[config.mk]
export PLATFORM = sky130hd
export DESIGN_NAME = psum_drain
export DESIGN_NICKNAME = d
export VERILOG_FILES = /design/src/rtl/psum_drain_pkg.sv /design/src/rtl/psum_drain_fifo.sv /design/src/rtl/psum_drain.sv
export SDC_FILE = /design/constraint.sdc
export NUM_CORES = 1
export LEC_CHECK = 0
export BUFFER_PORTS_ARGS = -buffer_cell sky130_fd_sc_hd__clkbuf_2
export CAP_MARGIN = 20
export CORE_ASPECT_RATIO = 1.2
export CORE_MARGIN = 5
export CORE_UTILIZATION = 50
export DETAILED_ROUTE_END_ITERATION = 8
export PLACE_DENSITY = 0.72
export REMOVE_ABC_BUFFERS = 1
export SLEW_MARGIN = 20
export SYNTH_ARGS = -nofsm -noshare
export SYNTH_HDL_FRONTEND = slang
export SYNTH_HIERARCHICAL = 1
export SYNTH_SLANG_ARGS = --single-unit
[constraint.sdc]
create_clock -name clk -period 6.9 [get_ports clk]
set_input_delay 0.345 -clock clk [delete_from_list [all_inputs] [get_ports clk]]
set_output_delay 0.345 -clock clk [all_outputs]
set_load 0.05 [all_outputs]
[src/rtl/psum_drain_pkg.sv]
// Shared constants, drain FSM state encoding and the int8 saturation helper
// for the PE-column drain (psum_drain).
package psum_drain_pkg;

    localparam int unsigned ACC_W   = 24;        // PE c_out width
    localparam int unsigned SUM_W   = ACC_W + 8; // per-element accumulator width
    localparam int unsigned OUT_W   = 8;         // requantized output width
    localparam int unsigned DEPTH   = 4;         // output FIFO entries
    localparam int unsigned NTILE_W = 4;
    localparam int unsigned NELEM_W = 8;
    localparam int unsigned SHIFT_W = 5;

    typedef enum logic [1:0] {
        IDLE  = 2'd0,
        ACCUM = 2'd1,
        PUSH  = 2'd2
    } drain_state_e;

    typedef struct packed {
        logic             sat;
        logic [OUT_W-1:0] val;
    } sat8_t;

    // Clamp a SUM_W+1 bit signed value to [-128,127], flagging when clamped.
    function automatic sat8_t sat8(input logic signed [SUM_W:0] x);
        sat8_t                   r;
        logic signed [SUM_W:0]   qmax;
        logic signed [SUM_W:0]   qmin;
        qmax  = {{(SUM_W + 2 - OUT_W){1'b0}}, {(OUT_W - 1){1'b1}}};
        qmin  = {{(SUM_W + 1 - OUT_W){1'b1}}, 1'b1, {(OUT_W - 1){1'b0}}};
        r.sat = 1'b0;
        r.val = x[OUT_W-1:0];
        if (x > qmax) begin
            r.sat = 1'b1;
            r.val = qmax[OUT_W-1:0];
        end else if (x < qmin) begin
            r.sat = 1'b1;
            r.val = qmin[OUT_W-1:0];
        end
        return r;
    endfunction

endpackage

[src/rtl/psum_drain_fifo.sv]
// Small synchronous FIFO with registered storage.
// Ports: clk/rst_n; push+din write; pop read; full/empty status; head = oldest entry.
// A push while full is accepted only together with a pop in the same cycle.
module psum_drain_fifo #(
    parameter int unsigned WIDTH = 8,
    parameter int unsigned DEPTH = 4
) (
    input  logic             clk,
    input  logic             rst_n,
    input  logic             push,
    input  logic [WIDTH-1:0] din,
    input  logic             pop,
    output logic             full,
    output logic             empty,
    output logic [WIDTH-1:0] head
);

    localparam int unsigned AW = (DEPTH > 1) ? $clog2(DEPTH) : 1;

    logic [WIDTH-1:0] mem [DEPTH];
    logic [AW-1:0]    wr_ptr;
    logic [AW-1:0]    rd_ptr;
    logic [AW:0]      count;
    logic             do_push;
    logic             do_pop;

    assign full    = (count == (AW+1)'(DEPTH));
    assign empty   = (count == '0);
    assign head    = mem[rd_ptr];
    assign do_pop  = pop && !empty;
    assign do_push = push && (!full || do_pop);

    // Storage, pointers and occupancy
    always_ff @(posedge clk or negedge rst_n) begin
        if (!rst_n) begin
            mem    <= '{default: '0};
            wr_ptr <= '0;
            rd_ptr <= '0;
            count  <= '0;
        end else begin
            if (do_push) begin
                mem[wr_ptr] <= din;
                wr_ptr      <= wr_ptr + AW'(1);
            end
            if (do_pop) begin
                rd_ptr <= rd_ptr + AW'(1);
            end
            case ({do_push, do_pop})
                2'b10:   count <= count + (AW+1)'(1);
                2'b01:   count <= count - (AW+1)'(1);
                default: count <= count;
            endcase
        end
    end

endmodule

[src/rtl/psum_drain.sv]
// Drain end of a PE column: accumulates ntile partial sums per output element,
// requantizes each element to int8 (round-half-up shift, saturate) and streams
// the results out through a small FIFO with valid/ready backpressure.
// Ports: cfg_* job setup (latched on an accepted cfg_start); psum_valid/ready/in
// input stream; out_valid/ready/data output stream; busy, done pulse, sticky sat_flag.
module psum_drain
    import psum_drain_pkg::*;
(
    input  logic                    clk,
    input  logic                    rst_n,
    input  logic                    cfg_start,
    input  logic [NTILE_W-1:0]      cfg_ntile,
    input  logic [NELEM_W-1:0]      cfg_nelem,
    input  logic [SHIFT_W-1:0]      cfg_shift,
    input  logic                    psum_valid,
    output logic                    psum_ready,
    input  logic [ACC_W-1:0]        psum_in,
    output logic                    out_valid,
    input  logic                    out_ready,
    output logic [OUT_W-1:0]        out_data,
    output logic                    busy,
    output logic                    done,
    output logic                    sat_flag
);

    drain_state_e          state;
    drain_state_e          state_next;

    logic [NTILE_W-1:0]    ntile_q;
    logic [NELEM_W-1:0]    nelem_q;
    logic [SHIFT_W-1:0]    shift_q;
    logic [NTILE_W-1:0]    tile_cnt;
    logic [NELEM_W-1:0]    elem_cnt;
    logic [SUM_W-1:0]      acc;

    logic                  fifo_full;
    logic                  fifo_empty;
    logic                  fifo_pop;
    logic                  fifo_push;
    logic                  start_fire;
    logic                  psum_fire;
    logic                  last_tile;
    logic                  last_elem;

    logic signed [SUM_W:0] acc_ext;
    logic signed [SUM_W:0] rnd;
    logic signed [SUM_W:0] biased;
    logic signed [SUM_W:0] shifted;
    sat8_t                 q;

    assign last_tile = (tile_cnt == NTILE_W'(ntile_q - NTILE_W'(1)));
    assign last_elem = (elem_cnt == NELEM_W'(nelem_q - NELEM_W'(1)));
    assign psum_fire = psum_valid && psum_ready;
    assign out_valid = !fifo_empty;
    assign fifo_pop  = out_valid && out_ready;

    // State register
    always_ff @(posedge clk or negedge rst_n) begin
        if (!rst_n) begin
            state <= IDLE;
        end else begin
            state <= state_next;
        end
    end

    // Next-state logic
    always_comb begin
        state_next = state;
        case (state)
            IDLE:    if (start_fire) state_next = ACCUM;
            ACCUM:   if (psum_fire && last_tile) state_next = PUSH;
            PUSH:    if (fifo_push) state_next = last_elem ? IDLE : ACCUM;
            default: state_next = IDLE;
        endcase
    end

    // State decode; a start is only honoured once the FIFO has drained too
    always_comb begin
        psum_ready = 1'b0;
        fifo_push  = 1'b0;
        busy       = (state != IDLE) || !fifo_empty;
        start_fire = cfg_start && (state == IDLE) && fifo_empty;
        case (state)
            ACCUM:   psum_ready = 1'b1;
            PUSH:    fifo_push  = !fifo_full || fifo_pop;
            default: ;
        endcase
    end

    // Requantize: bias by half an LSB of the shifted result, shift, clamp.
    // One extra bit keeps the rounding add from overflowing.
    always_comb begin
        acc_ext = {acc[SUM_W-1], acc};
        rnd     = '0;
        if (shift_q != '0) begin
            rnd = (SUM_W+1)'(1) << (shift_q - SHIFT_W'(1));
        end
        biased  = acc_ext + rnd;
        shifted = biased >>> shift_q;
        q       = sat8(shifted);
    end

    // Job config, accumulator, counters and status flags
    always_ff @(posedge clk or negedge rst_n) begin
        if (!rst_n) begin
            ntile_q  <= '0;
            nelem_q  <= '0;
            shift_q  <= '0;
            tile_cnt <= '0;
            elem_cnt <= '0;
            acc      <= '0;
            sat_flag <= 1'b0;
            done     <= 1'b0;
        end else begin
            done <= fifo_push && last_elem;
            if (start_fire) begin
                ntile_q  <= (cfg_ntile == '0) ? NTILE_W'(1) : cfg_ntile;
                nelem_q  <= (cfg_nelem == '0) ? NELEM_W'(1) : cfg_nelem;
                shift_q  <= cfg_shift;
                tile_cnt <= '0;
                elem_cnt <= '0;
                acc      <= '0;
                sat_flag <= 1'b0;
            end else if (psum_fire) begin
                acc      <= acc + {{(SUM_W - ACC_W){psum_in[ACC_W-1]}}, psum_in};
                tile_cnt <= tile_cnt + NTILE_W'(1);
            end else if (fifo_push) begin
                acc      <= '0;
                tile_cnt <= '0;
                elem_cnt <= elem_cnt + NELEM_W'(1);
                sat_flag <= sat_flag | q.sat;
            end
        end
    end

    psum_drain_fifo #(
        .WIDTH (OUT_W),
        .DEPTH (DEPTH)
    ) u_fifo (
        .clk   (clk),
        .rst_n (rst_n),
        .push  (fifo_push),
        .din   (q.val),
        .pop   (fifo_pop),
        .full  (fifo_full),
        .empty (fifo_empty),
        .head  (out_data)
    );

endmodule

==> flow_metrics.py <==
metrics = {
    "cts": {
        "hold_buffers": 1,
        "insertion_delay_ns": 0.37,
        "clock-root-buffer": "clkbuf_16",
        "cts_sinks": 104,
        "clockBufferDepth": 2,
        "cts_tree": "done",
        "clkTransAtPathRegs_ns": 0.09,
        "numCtsBuffers": 9,
        "postCtsSetupBuffers": 0,
        "post_cts_resized": 0,
        "h-tree-depth": 3,
    },
    "logic_synthesis": {
        "syn_avg_cell_area_um2": 8.13,
        "synthMuxAreaShare": 0.0981,
        "synth_edf_count": 0,
        "synth_compound_area_frac": 0.279,
        "synthXorXnorAreaFrac": 0.0594,
        "syn_area_um2": 11300,
        "syn_inst": 1395,
        "yosys.area_share.simple": 0.207,
        "synth_top_family_by_area": "compound AO/OA/AOI/OAI gates",
        "ys_types": 109,
        "synthArstFlopShare": 1.00,
        "synth_adder_area_share": 0.0847,
        "yosysSeqAreaShare": 0.230,
        "ys_ff_latch": 104,
        "ys.flop_type": "dfrtp_1",
        "ys.warnings.count": 6,
    },
    "power": {
        "p_int_mw": 2.86,
        "sw_frac_of_total": 0.545,
        "p_switching_mw": 3.42,
        "p_leak_nw": 5.39,
        "power_frac_seq": 0.171,
        "power_density_nw_per_um2": 514,
        "pwr-share-comb": 0.739,
        "ir_drop_v": 0.000282,
        "clock_power_share": 0.089,
    },
    "finish": {
        "layout-drive-gt1-share": 0.155,
        "final_cell_mix": "nand2_1, nor2_1, dfrtp_1, o21ai_0, a21oi_1",
        "insertedDiodeCount": 0,
        "stdcell_count": 1708,
        "mostFrequentLayoutCell": "nand2_1",
        "finalNetCount": 1545,
        "area_growth_pct": 7.77,
    },
    "grt": {
        "grtUsageTotal": 0.265,
        "grt_pass1_vias": 11000,
        "grt_pass1_wl_um": 56300,
        "antenna_found_initial": 0,
        "overflow": 0,
        "grt_max_degree": 71,
    },
    "detailed_routing": {
        "dr.pass1.iters": 5,
        "drc": 0,
        "wire_per_inst_um": 20.0,
        "drt-initial-drc-count": 969,
        "ant_nets": 0,
        "drt-total-wl_um": 34100,
        "vias_per_cell": 6.52,
        "vias": 11100,
    },
    "worst_hold_path": {
        "whs_path_depth": 3,
        "hold_path_end": "nelem_q[4]$_DFFE_PN0P_",
        "min_from": "cfg_nelem[4]",
        "hp-class": "input pin to register",
    },
    "worst_setup_path": {
        "crit_path_max_fanout": 12,
        "cp-start-kind": "register",
        "r2r_setup_slack_ns": 0.50,
        "worstPathCellList": "inv_1, nor2_1, nand2_1, nor2_1, ha_1, a21o_1, o21ba_2, a2bb2oi_1, a21oi_1, nor4b_1, nand2_1, a32oi_2, o221ai_1, o31ai_1, nand3_1, o31a_1, o41a_1, o21ai_0, mux2_2",
        "rr_endpoint": "u_fifo/mem[13]$_DFFE_PN0P_",
        "rr_worst_depth": 19,
        "arrival_ns": 6.71,
        "slowest_delay_ns": 0.67,
        "end_kind": "register",
        "rr_startpoint": "shift_q[2]$_DFFE_PN0P_",
        "required_ns": 7.20,
        "path_class": "register to register",
        "cpMaxStageDelayCell": "nor4b_1",
    },
    "sta": {
        "worst_pin_slew_ns": 0.906,
        "slew_headroom": 0.388,
        "grt_setup_unrepaired": "no",
        "final_max_slew_viol_count": 0,
        "fmax_ghz": 0.156,
        "period_share": 0.928,
        "hold_viol_final": 0,
        "final.setup.tns_ns": 0,
        "setup_viol": 0,
        "period_needed_ns": 6.40,
        "clock_skew_ns": 0.0157,
    },
    "run": {
        "maxCapViolCount": 0,
    },
    "floorplan": {
        "start_util": 0.507,
        "core_area_um2": 22400,
        "num_rows": 60,
        "ios": 59,
        "die-area_um2": 25800,
        "chipHeight_um": 175,
        "die_x_um": 147,
    },
    "status": {
        "status": "finished, final reports clean",
    },
    "place": {
        "port_buffers": 58,
        "placedCellCount": 1691,
        "gp_congestion": 1.04,
        "dp_hpwl_um": 26300,
    },
}
-- per-layer routing --
layer | vias up | global-route usage | part of all wire
met5 | - | 0 | 0
met4 | 0 | 0.104 | 0.035
met3 | 89 | 0.0368 | 0.053
met2 | 386 | 0.436 | 0.48
met1 | 5370 | 0.352 | 0.44
li1 | 5291 | - | -
-- cells by family after synthesis --
family	after synthesis
AO/OA/AOI/OAI	440
AND/OR/NAND/NOR	503
XOR/XNOR	76
flip-flops	104
other	1
adder cells (fa/ha/maj)	75
multiplexers	87
buffers and inverters	109
-- sequential cells by signal, summed over array words and instances (netlist names) --
| name | cells |
|---|---|
| u_fifo/wr_ptr | 2 |
| sat_flag | 1 |
| nelem_q | 8 |
| u_fifo/count | 3 |
| ntile_q | 4 |
| tile_cnt | 4 |
| elem_cnt | 8 |
| u_fifo/mem | 32 |
| u_fifo/rd_ptr | 2 |
| acc | 32 |
| shift_q | 5 |
| done | 1 |
| state | 2 |
-- critical path: cells and delay by family, from the launching register on --
family	cells	cell delay [ns]
flops	1	0.47
fa+ha+maj	1	0.38
compound gates	10	2.96
buf+inv	1	0.27
simple gates	6	2.00
mux	1	0.25
-- area by class of cell --
class | count | area [um^2]
fillers | 2138 | 10200
multi-input cells | 1182 | 8280
flip-flops and latches | 104 | 2600
repair buffers | 91 | 543
well taps | 279 | 349
clock buffers | 9 | 225
inverters | 36 | 135
clock inverters | 7 | 88.8
-- cell usage after synthesis, drive strengths merged, types with 11 or more instances --
cell type    n  area [um^2]
a211oi      31          238
a21o        30          226
a21oi       82          440
and2        16          103
and3        13         86.3
buf         34          185
clkbuf      39          148
dfrtp      104         2600
ha          72          901
inv         35          131
mux2        43          484
mux2i       29          290
mux4        15          338
nand2      161          607
nand3       64          320
nand4       15         93.8
nor2       146          558
nor3        33          175
o211ai      28          210
o21a        11         83.8
o21ai      103          534
o22ai       11         68.8
o31ai       14          124
xnor2       42          368
xor2        34          305
-- stage by stage --
stage                     setup WS, ns  hold WS, ns  instance area [um^2]  total power, mW  utilization
after floorplan                  0.810       0.0494                 11000             4.35            -
after global placement           0.782        0.354                 11900             5.61        0.531
after detailed placement         0.713        0.363                 11900             5.65        0.531
after CTS                        0.675        0.168                 12200             6.23        0.546
after global routing            0.0247        0.167                 12200             6.78        0.546
final                            0.495        0.174                 12200             6.29        0.546
-- power by group through the flow --
| stage | Sequential [mW] | Clock, mW | Combinational, mW |
|---|---|---|---|
| 4_1_cts | 1.08 | 0.574 | 4.58 |
| 3_5_place_dp | 1.09 | 0 | 4.55 |
| 3_3_place_gp | 1.08 | 0 | 4.54 |
| 2_1_floorplan | 1.11 | 0 | 3.24 |
| 6_report | 1.08 | 0.562 | 4.65 |
| 5_1_grt | 1.12 | 0.602 | 5.06 |
-- worst max-delay path by stage --
stage                                       from                          to  slack, ns  depth (start not counted)
after floorplan           shift_q[3]$_DFFE_PN0P_  u_fifo/mem[13]$_DFFE_PN0P_       0.81                         20
after global placement    shift_q[0]$_DFFE_PN0P_  u_fifo/mem[13]$_DFFE_PN0P_       0.78                         19
after detailed placement  shift_q[2]$_DFFE_PN0P_  u_fifo/mem[13]$_DFFE_PN0P_       0.71                         19
after CTS                 shift_q[2]$_DFFE_PN0P_  u_fifo/mem[13]$_DFFE_PN0P_       0.67                         19
after global routing      shift_q[2]$_DFFE_PN0P_  u_fifo/mem[13]$_DFFE_PN0P_       0.02                         19
final                     shift_q[2]$_DFFE_PN0P_  u_fifo/mem[13]$_DFFE_PN0P_       0.50                         19
No activity file was read; power rests on OpenSTA's default activity.
